`config.mk`:
```
export PLATFORM = sky130hd
export DESIGN_NAME = cache_tag_array
export DESIGN_NICKNAME = d
export VERILOG_FILES = /design/src/rtl/cache_tag_array.sv
export SDC_FILE = /design/constraint.sdc
export NUM_CORES = 1
export LEC_CHECK = 0
export BUFFER_PORTS_ARGS = -buffer_cell sky130_fd_sc_hd__buf_2
export CORE_MARGIN = 1
export CORE_UTILIZATION = 47
export CTS_CLUSTER_SIZE = 25
export DETAILED_ROUTE_END_ITERATION = 6
export PLACE_DENSITY_LB_ADDON = 0.1
export SETUP_SLACK_MARGIN = 0.05
export SLEW_MARGIN = 20
export SYNTH_ARGS = -nofsm -noshare
export SYNTH_HDL_FRONTEND = slang
export SYNTH_SLANG_ARGS = --single-unit
export TNS_END_PERCENT = 100
```
`constraint.sdc`:
```
create_clock -name clk -period 4.5 [get_ports clk]
set_input_delay 0.45 -clock clk [delete_from_list [all_inputs] [get_ports clk]]
set_output_delay 0.45 -clock clk [all_outputs]
set_load 0.01 [all_outputs]
```
`src/rtl/cache_tag_array.sv`:
```
// cache_tag_array: N-way set-associative tag/valid store with tree PLRU fill and flush FSM
module cache_tag_array #(
    parameter int SETS  = 8,
    parameter int WAYS  = 2,
    parameter int TAG_W = 24,
    localparam int SET_W = $clog2(SETS),
    localparam int WAY_W = (WAYS > 1) ? $clog2(WAYS) : 1
) (
    input  logic             clk,
    input  logic             rst,
    input  logic             lookup_valid,
    input  logic [SET_W-1:0] lookup_set,
    input  logic [TAG_W-1:0] lookup_tag,
    output logic             rsp_valid,
    output logic             hit,
    output logic [WAY_W-1:0] hit_way,
    input  logic             fill,
    input  logic [SET_W-1:0] fill_set,
    input  logic [TAG_W-1:0] fill_tag,
    output logic [WAY_W-1:0] fill_way,
    input  logic             flush,
    output logic             busy
);
    localparam int LV   = (WAYS > 1) ? $clog2(WAYS) : 0;
    localparam int PL_W = (WAYS > 1) ? WAYS - 1 : 1;

    typedef enum logic {IDLE, FLUSH} state_t;

    state_t            state, state_nx;
    logic [SET_W-1:0]  cnt;
    logic [TAG_W-1:0]  tags  [SETS][WAYS];
    logic [WAYS-1:0]   valid [SETS];
    logic [PL_W-1:0]   plru  [SETS];
    logic              start, lk, fl, hit_c, fm_c, inv_c;
    logic [WAY_W-1:0]  hw_c, fmw_c, invw_c, fw_c;

    // Tree walk: bit 0 goes to the left child, 1 to the right; heap-ordered nodes
    function automatic logic [WAY_W-1:0] plru_victim(input logic [PL_W-1:0] p);
        int n;
        n = 0;
        for (int l = 0; l < LV; l++) n = 2 * n + 1 + int'(p[n]);
        return WAY_W'(n - (WAYS - 1));
    endfunction

    // Point every node on the path to way w away from it
    function automatic logic [PL_W-1:0] plru_touch(input logic [PL_W-1:0] p, input logic [WAY_W-1:0] w);
        logic [PL_W-1:0] r;
        logic            d;
        int              n;
        r = p;
        n = 0;
        for (int l = 0; l < LV; l++) begin
            d    = w[LV-1-l];
            r[n] = ~d;
            n    = 2 * n + 1 + int'(d);
        end
        return r;
    endfunction

    // A flush request takes priority over a lookup or fill in the same idle cycle
    always_comb begin
        start = flush && !busy;
        lk    = lookup_valid && !busy && !flush;
        fl    = fill && !busy && !flush;
    end

    // Tag compare and fill-way choice; descending scan makes the lowest way win
    always_comb begin
        hit_c  = 1'b0;
        hw_c   = '0;
        fm_c   = 1'b0;
        fmw_c  = '0;
        inv_c  = 1'b0;
        invw_c = '0;
        for (int w = WAYS - 1; w >= 0; w--) begin
            if (valid[lookup_set][w] && tags[lookup_set][w] == lookup_tag) begin
                hit_c = 1'b1;
                hw_c  = WAY_W'(w);
            end
            if (valid[fill_set][w] && tags[fill_set][w] == fill_tag) begin
                fm_c  = 1'b1;
                fmw_c = WAY_W'(w);
            end
            if (!valid[fill_set][w]) begin
                inv_c  = 1'b1;
                invw_c = WAY_W'(w);
            end
        end
        fw_c = fm_c ? fmw_c : inv_c ? invw_c : plru_victim(plru[fill_set]);
    end

    // Flush FSM state and sweep counter
    always_ff @(posedge clk or negedge rst) begin
        if (!rst) begin
            state <= IDLE;
            cnt   <= '0;
        end else begin
            state <= state_nx;
            cnt   <= (state == FLUSH) ? cnt + 1'b1 : '0;
        end
    end

    // Flush runs one set per cycle and ends after the last set
    always_comb begin
        state_nx = state;
        if (state == IDLE && start) state_nx = FLUSH;
        if (state == FLUSH && cnt == SET_W'(SETS - 1)) state_nx = IDLE;
    end

    // Busy is purely a function of the FSM state
    always_comb busy = (state == FLUSH);

    // Valid and PLRU state; the fill's PLRU write follows the hit's so it wins on the same set
    always_ff @(posedge clk or negedge rst) begin
        if (!rst) begin
            for (int s = 0; s < SETS; s++) begin
                valid[s] <= '0;
                plru[s]  <= '0;
            end
        end else if (busy) begin
            valid[cnt] <= '0;
            plru[cnt]  <= '0;
        end else begin
            if (lk && hit_c) plru[lookup_set] <= plru_touch(plru[lookup_set], hw_c);
            if (fl) begin
                valid[fill_set][fw_c] <= 1'b1;
                plru[fill_set]        <= plru_touch(plru[fill_set], fw_c);
            end
        end
    end

    // Tags carry no reset; valid bits alone qualify them
    always_ff @(posedge clk) begin
        if (fl) tags[fill_set][fw_c] <= fill_tag;
    end

    // Registered lookup response and last fill way
    always_ff @(posedge clk or negedge rst) begin
        if (!rst) begin
            rsp_valid <= 1'b0;
            hit       <= 1'b0;
            hit_way   <= '0;
            fill_way  <= '0;
        end else begin
            rsp_valid <= lk;
            hit       <= lk && hit_c;
            hit_way   <= (lk && hit_c) ? hw_c : '0;
            if (fl) fill_way <= fw_c;
        end
    end
endmodule

```
==> impl_metrics.prom <==
# TYPE chip_impl_metric gauge
chip_impl_info{name="status",value="completed"} 1
chip_impl_metric{name="cell_area_after_synthesis",unit="sq um"} 20400
chip_impl_info{name="cp_cell_sequence",value="a221o_1 -> a222oi_1 -> xnor2_1 -> nor4_1 -> buf_4 -> nand3_1 -> o41a_1 -> or2_1 -> buf_4 -> nor2_4"} 1
chip_impl_metric{name="max_cap_viol",unit=""} 0
chip_impl_metric{name="max_slew_violation_total_from_the_final_report",unit=""} 0
chip_impl_metric{name="h_tree_depth",unit=""} 2
chip_impl_metric{name="synthesized_area_fraction_occupied_by_xor_and_xnor_cells",unit="%"} 3.95
chip_impl_metric{name="die_h",unit="um"} 210
chip_impl_metric{name="final_core_utilization",unit="%"} 56.8
chip_impl_info{name="largest_family_of_logic_cells_by_synthesized_area",value="multiplexers"} 1
chip_impl_metric{name="final_area",unit="sq um"} 24000
chip_impl_metric{name="path_clk_slew",unit="ns"} 0.06
chip_impl_metric{name="antenna_found_initial",unit=""} 0
chip_impl_info{name="criticalPathCategory",value="flip-flop to flip-flop"} 1
chip_impl_metric{name="rows",unit=""} 75
chip_impl_metric{name="finalPower",unit="mW"} 9.79
chip_impl_metric{name="route.detailed.drc",unit=""} 0
chip_impl_metric{name="coreArea",unit="sq um"} 42300
chip_impl_metric{name="first_global_vias",unit=""} 13400
chip_impl_metric{name="layout.nets",unit=""} 1515
chip_impl_metric{name="yosys.area_share.adder",unit="%"} 0.123
chip_impl_metric{name="avgSynthCellArea",unit="sq um"} 15.6
chip_impl_metric{name="cts_max_path_buffers",unit=""} 3
chip_impl_metric{name="wire_length_of_the_first_global_routing_pass",unit="um"} 96400
chip_impl_metric{name="clock_insertion_delay_worst_skew",unit="ns"} 0.60
chip_impl_metric{name="cell_area_after_placement",unit="sq um"} 22400
chip_impl_metric{name="synth_async_sr_flop_share",unit="%"} 7.69
chip_impl_metric{name="setup_viol",unit=""} 0
chip_impl_metric{name="dp_slack",unit="ns"} -0.00227
chip_impl_metric{name="power.density_cell_area",unit="nW/um^2"} 408
chip_impl_metric{name="max_freq",unit="MHz"} 250
chip_impl_metric{name="static-leakage-power",unit="nW"} 8.29
chip_impl_metric{name="timing.final.ws_setup",unit="ns"} 0.501
chip_impl_metric{name="timing.clock.skew",unit="ns"} 0.0109
chip_impl_metric{name="vias",unit=""} 13600
chip_impl_metric{name="fin_crit_sh",unit="%"} 88.9
chip_impl_metric{name="final_routed_wirelength_across_all_metal_layers",unit="um"} 66800
chip_impl_info{name="most_frequent_cells_in_the_layout",value="edfxtp_1 (384), mux2i_1 (122), mux4_2 (104), buf_4 (94), buf_2 (58)"} 1
chip_impl_metric{name="num-fill-cells",unit=""} 3355
chip_impl_metric{name="drt_pre_antenna_iters",unit=""} 7
chip_impl_metric{name="grt_start_max_net_pins",unit=""} 41
chip_impl_metric{name="grt_usage",unit="%"} 30.8
chip_impl_metric{name="numClockSinks",unit=""} 416
chip_impl_metric{name="areaGrowthSynthToFinish",unit="%"} 17.8
chip_impl_info{name="cpMaxStageDelayCell",value="nor2_4"} 1
chip_impl_info{name="worst_setup_path_end_kind",value="flip-flop"} 1
chip_impl_metric{name="slew_headroom",unit="%"} 27.6
chip_impl_metric{name="design.die.area",unit="sq um"} 44200
chip_impl_metric{name="wl_per_cell",unit="um"} 32.3
chip_impl_metric{name="syn_nets",unit=""} 1369
chip_impl_metric{name="yosys-mux-area-fraction",unit="%"} 20.4
chip_impl_metric{name="detailedRoute.firstIterationViolations",unit=""} 1657
chip_impl_metric{name="synthesis.yosys.warnings",unit=""} 0
chip_impl_info{name="clock_tree_from_tritoncts",value="yes"} 1
chip_impl_metric{name="final_layout_size_suffix_gt1_share",unit="%"} 29.7
chip_impl_metric{name="ios",unit=""} 64
chip_impl_metric{name="globalRoute.totalOverflow",unit=""} 0
chip_impl_metric{name="starting_utilization_of_the_core_area",unit="%"} 48.2
chip_impl_metric{name="globalplace.congestion",unit=""} 0.941
chip_impl_metric{name="finalHoldViolCount",unit=""} 0
chip_impl_info{name="mostFrequentLayoutCell",value="edfxtp_1"} 1
chip_impl_info{name="critPathLaunchType",value="flip-flop"} 1
chip_impl_metric{name="timing.hold.ws",unit="ns"} 0.149
chip_impl_metric{name="worst-path-max-fanout",unit=""} 24
chip_impl_metric{name="die_x",unit="um"} 210
chip_impl_metric{name="yosys.area_share.simple",unit="%"} 4.44
chip_impl_metric{name="synth.yosys.seq_area_share",unit="%"} 60.5
chip_impl_metric{name="cts_inserted_buffers",unit=""} 47
chip_impl_metric{name="cp_data_arrival_time",unit="ns"} 4.21
chip_impl_metric{name="antenna_cells",unit=""} 0
chip_impl_metric{name="hpwl",unit="um"} 46000
chip_impl_metric{name="yosysUniqueCellTypes",unit=""} 61
chip_impl_metric{name="portbufs",unit=""} 63
chip_impl_metric{name="detail-route-antenna-nets",unit=""} 0
chip_impl_metric{name="ys_seq_elements",unit=""} 416
chip_impl_metric{name="worst-endpoint-required",unit="ns"} 4.71
chip_impl_metric{name="highest_cell_delay_on_the_worst_timing_path",unit="ns"} 0.84
chip_impl_info{name="main_flop_type_after_synthesis",value="edfxtp_1"} 1
chip_impl_metric{name="layout_min_cycle_time",unit="ns"} 4.00
chip_impl_metric{name="synth-edff-count",unit=""} 384
chip_impl_info{name="hp-class",value="primary input to flip-flop"} 1
chip_impl_metric{name="synth_compound_area_share",unit="%"} 8.30
chip_impl_metric{name="r2r_setup_slack",unit="ns"} 0.50
chip_impl_metric{name="routed_via_density",unit=""} 6.56
chip_impl_metric{name="synth_cells",unit=""} 1308
chip_impl_metric{name="dp.cells",unit=""} 1981
chip_impl_info{name="grt_setup_unrepaired",value="no"} 1
chip_impl_metric{name="finalSetupTns",unit="ns"} 0
chip_impl_metric{name="ctsResizeCount",unit=""} 0
chip_impl_metric{name="final_cells",unit=""} 2069
chip_impl_metric{name="ir_worst_vdd",unit="V"} 0.000316
chip_impl_metric{name="tightest_slew",unit="ns"} 1.08
chip_impl_info{name="clock_tree.root_cell",value="clkbuf_16"} 1
chip_impl_info{name="crit_path_frequent_cell",value="buf_4"} 1
==> final timing paths <==
| check | startpoint | end | cells after the start |
|---|---|---|---|
| worst max-delay path | tags[5][12]$_DFFE_PP_ | tags[3][4]$_DFFE_PP_ | 10 |
| worst min-delay path | flush | busy$_DFFE_PN0P_ | 3 |
| max in group asynchronous | rst | cnt[2]$_DFF_PN0_ | 2 |
| min in group asynchronous | rst | plru[0]$_DFF_PN0_ | 2 |
| worst min register to register | fill_way$_DFFE_PN0P_ | fill_way$_DFFE_PN0P_ | 2 |
| worst max register to register | tags[5][12]$_DFFE_PP_ | tags[3][4]$_DFFE_PP_ | 10 |
==> metal layers <==
metal / global-route usage [%] / vias to the layer above / share of wire (%)
met2: 47.7 / 755 / 46
met5: 0 / - / 0
met3: 6.15 / 139 / 9.6
met4: 10.8 / 0 / 3.5
met1: 43.5 / 7038 / 41
li1: - / 5634 / -
==> cells by family (layout without fill, tap and decap cells) <==
| kind of cell | after synthesis | count (layout) |
|---|---|---|
| AND/OR/NAND/NOR | 188 | 188 |
| multiplexers | 279 | 279 |
| flip-flops | 416 | 416 |
| AO/OA/AOI/OAI | 233 | 233 |
| buffers and inverters | 98 | 282 |
| adder cells (fa/ha/maj) | 2 | 2 |
| XOR/XNOR | 92 | 92 |
==> synth_stat cells (5+ instances only) <==
cell type | n | share of area (%)
buf_2 | 45 | 1.1
a21oi_1 | 14 | 0.34
inv_1 | 10 | 0.18
nor2b_1 | 13 | 0.40
buf_4 | 6 | 0.22
mux2_2 | 53 | 2.9
buf_1 | 8 | 0.15
nor2_1 | 57 | 1.0
o2bb2ai_1 | 8 | 0.34
o22ai_1 | 30 | 0.92
nand4_1 | 14 | 0.43
a32oi_1 | 6 | 0.26
dfrtp_1 | 32 | 3.9
clkbuf_1 | 22 | 0.41
and2_1 | 8 | 0.25
nand2_1 | 50 | 0.92
nor4_1 | 10 | 0.31
o21ai_0 | 44 | 1.1
mux4_2 | 104 | 11
xor2_1 | 38 | 1.6
a22o_1 | 8 | 0.34
a211oi_1 | 8 | 0.29
nand2b_1 | 8 | 0.25
mux2i_1 | 122 | 6.0
a221oi_1 | 39 | 1.7
xnor2_1 | 54 | 2.3
a22oi_1 | 33 | 1.2
edfxtp_1 | 384 | 57
nand3_1 | 10 | 0.25
o211ai_1 | 7 | 0.26
nor3_1 | 5 | 0.12
a221o_1 | 10 | 0.49
==> worst max-delay path: cells and delay by family (launching register included) <==
kind	cells	cell delay, ns
flops	1	0.40
xor+xnor	1	0.11
simple gates	4	1.52
buf+inv	2	0.37
compound gates	3	1.19
==> registers in the layout, indices dropped and copies added, names as in the netlist <==
name       cells
valid         16
hit            1
cnt            3
tags         384
busy           1
plru           8
rsp_valid      1
fill_way       1
hit_way        1
==> report_power, final <==
| group | switching (mW) | internal (mW) |
|---|---|---|
| clock network | 1.65 | 2.40 |
| registers | 0.102 | 4.33 |
| logic | 0.807 | 0.499 |
==> final cells by class <==
cell class	instances	area (sq um)	share of cell area (%)
clock buffer	51	1190	4.96
clock inverter	36	438	1.82
inverter	14	52.6	0.219
multi-input combinational	794	7720	32.1
sequential	416	12300	51.3
tap	577	722	3.01
timing repair buffer	181	1570	6.52
==> repair_timing <==
| action | CTS | global route |
|---|---|---|
| setup endpoints to repair | 0 | 0 |
| hold buffers | 1 | 0 |
| buffers inserted | 0 | 0 |
| endpoints found under the hold margin | 32 | 0 |
(Power assumes the default switching activity.)
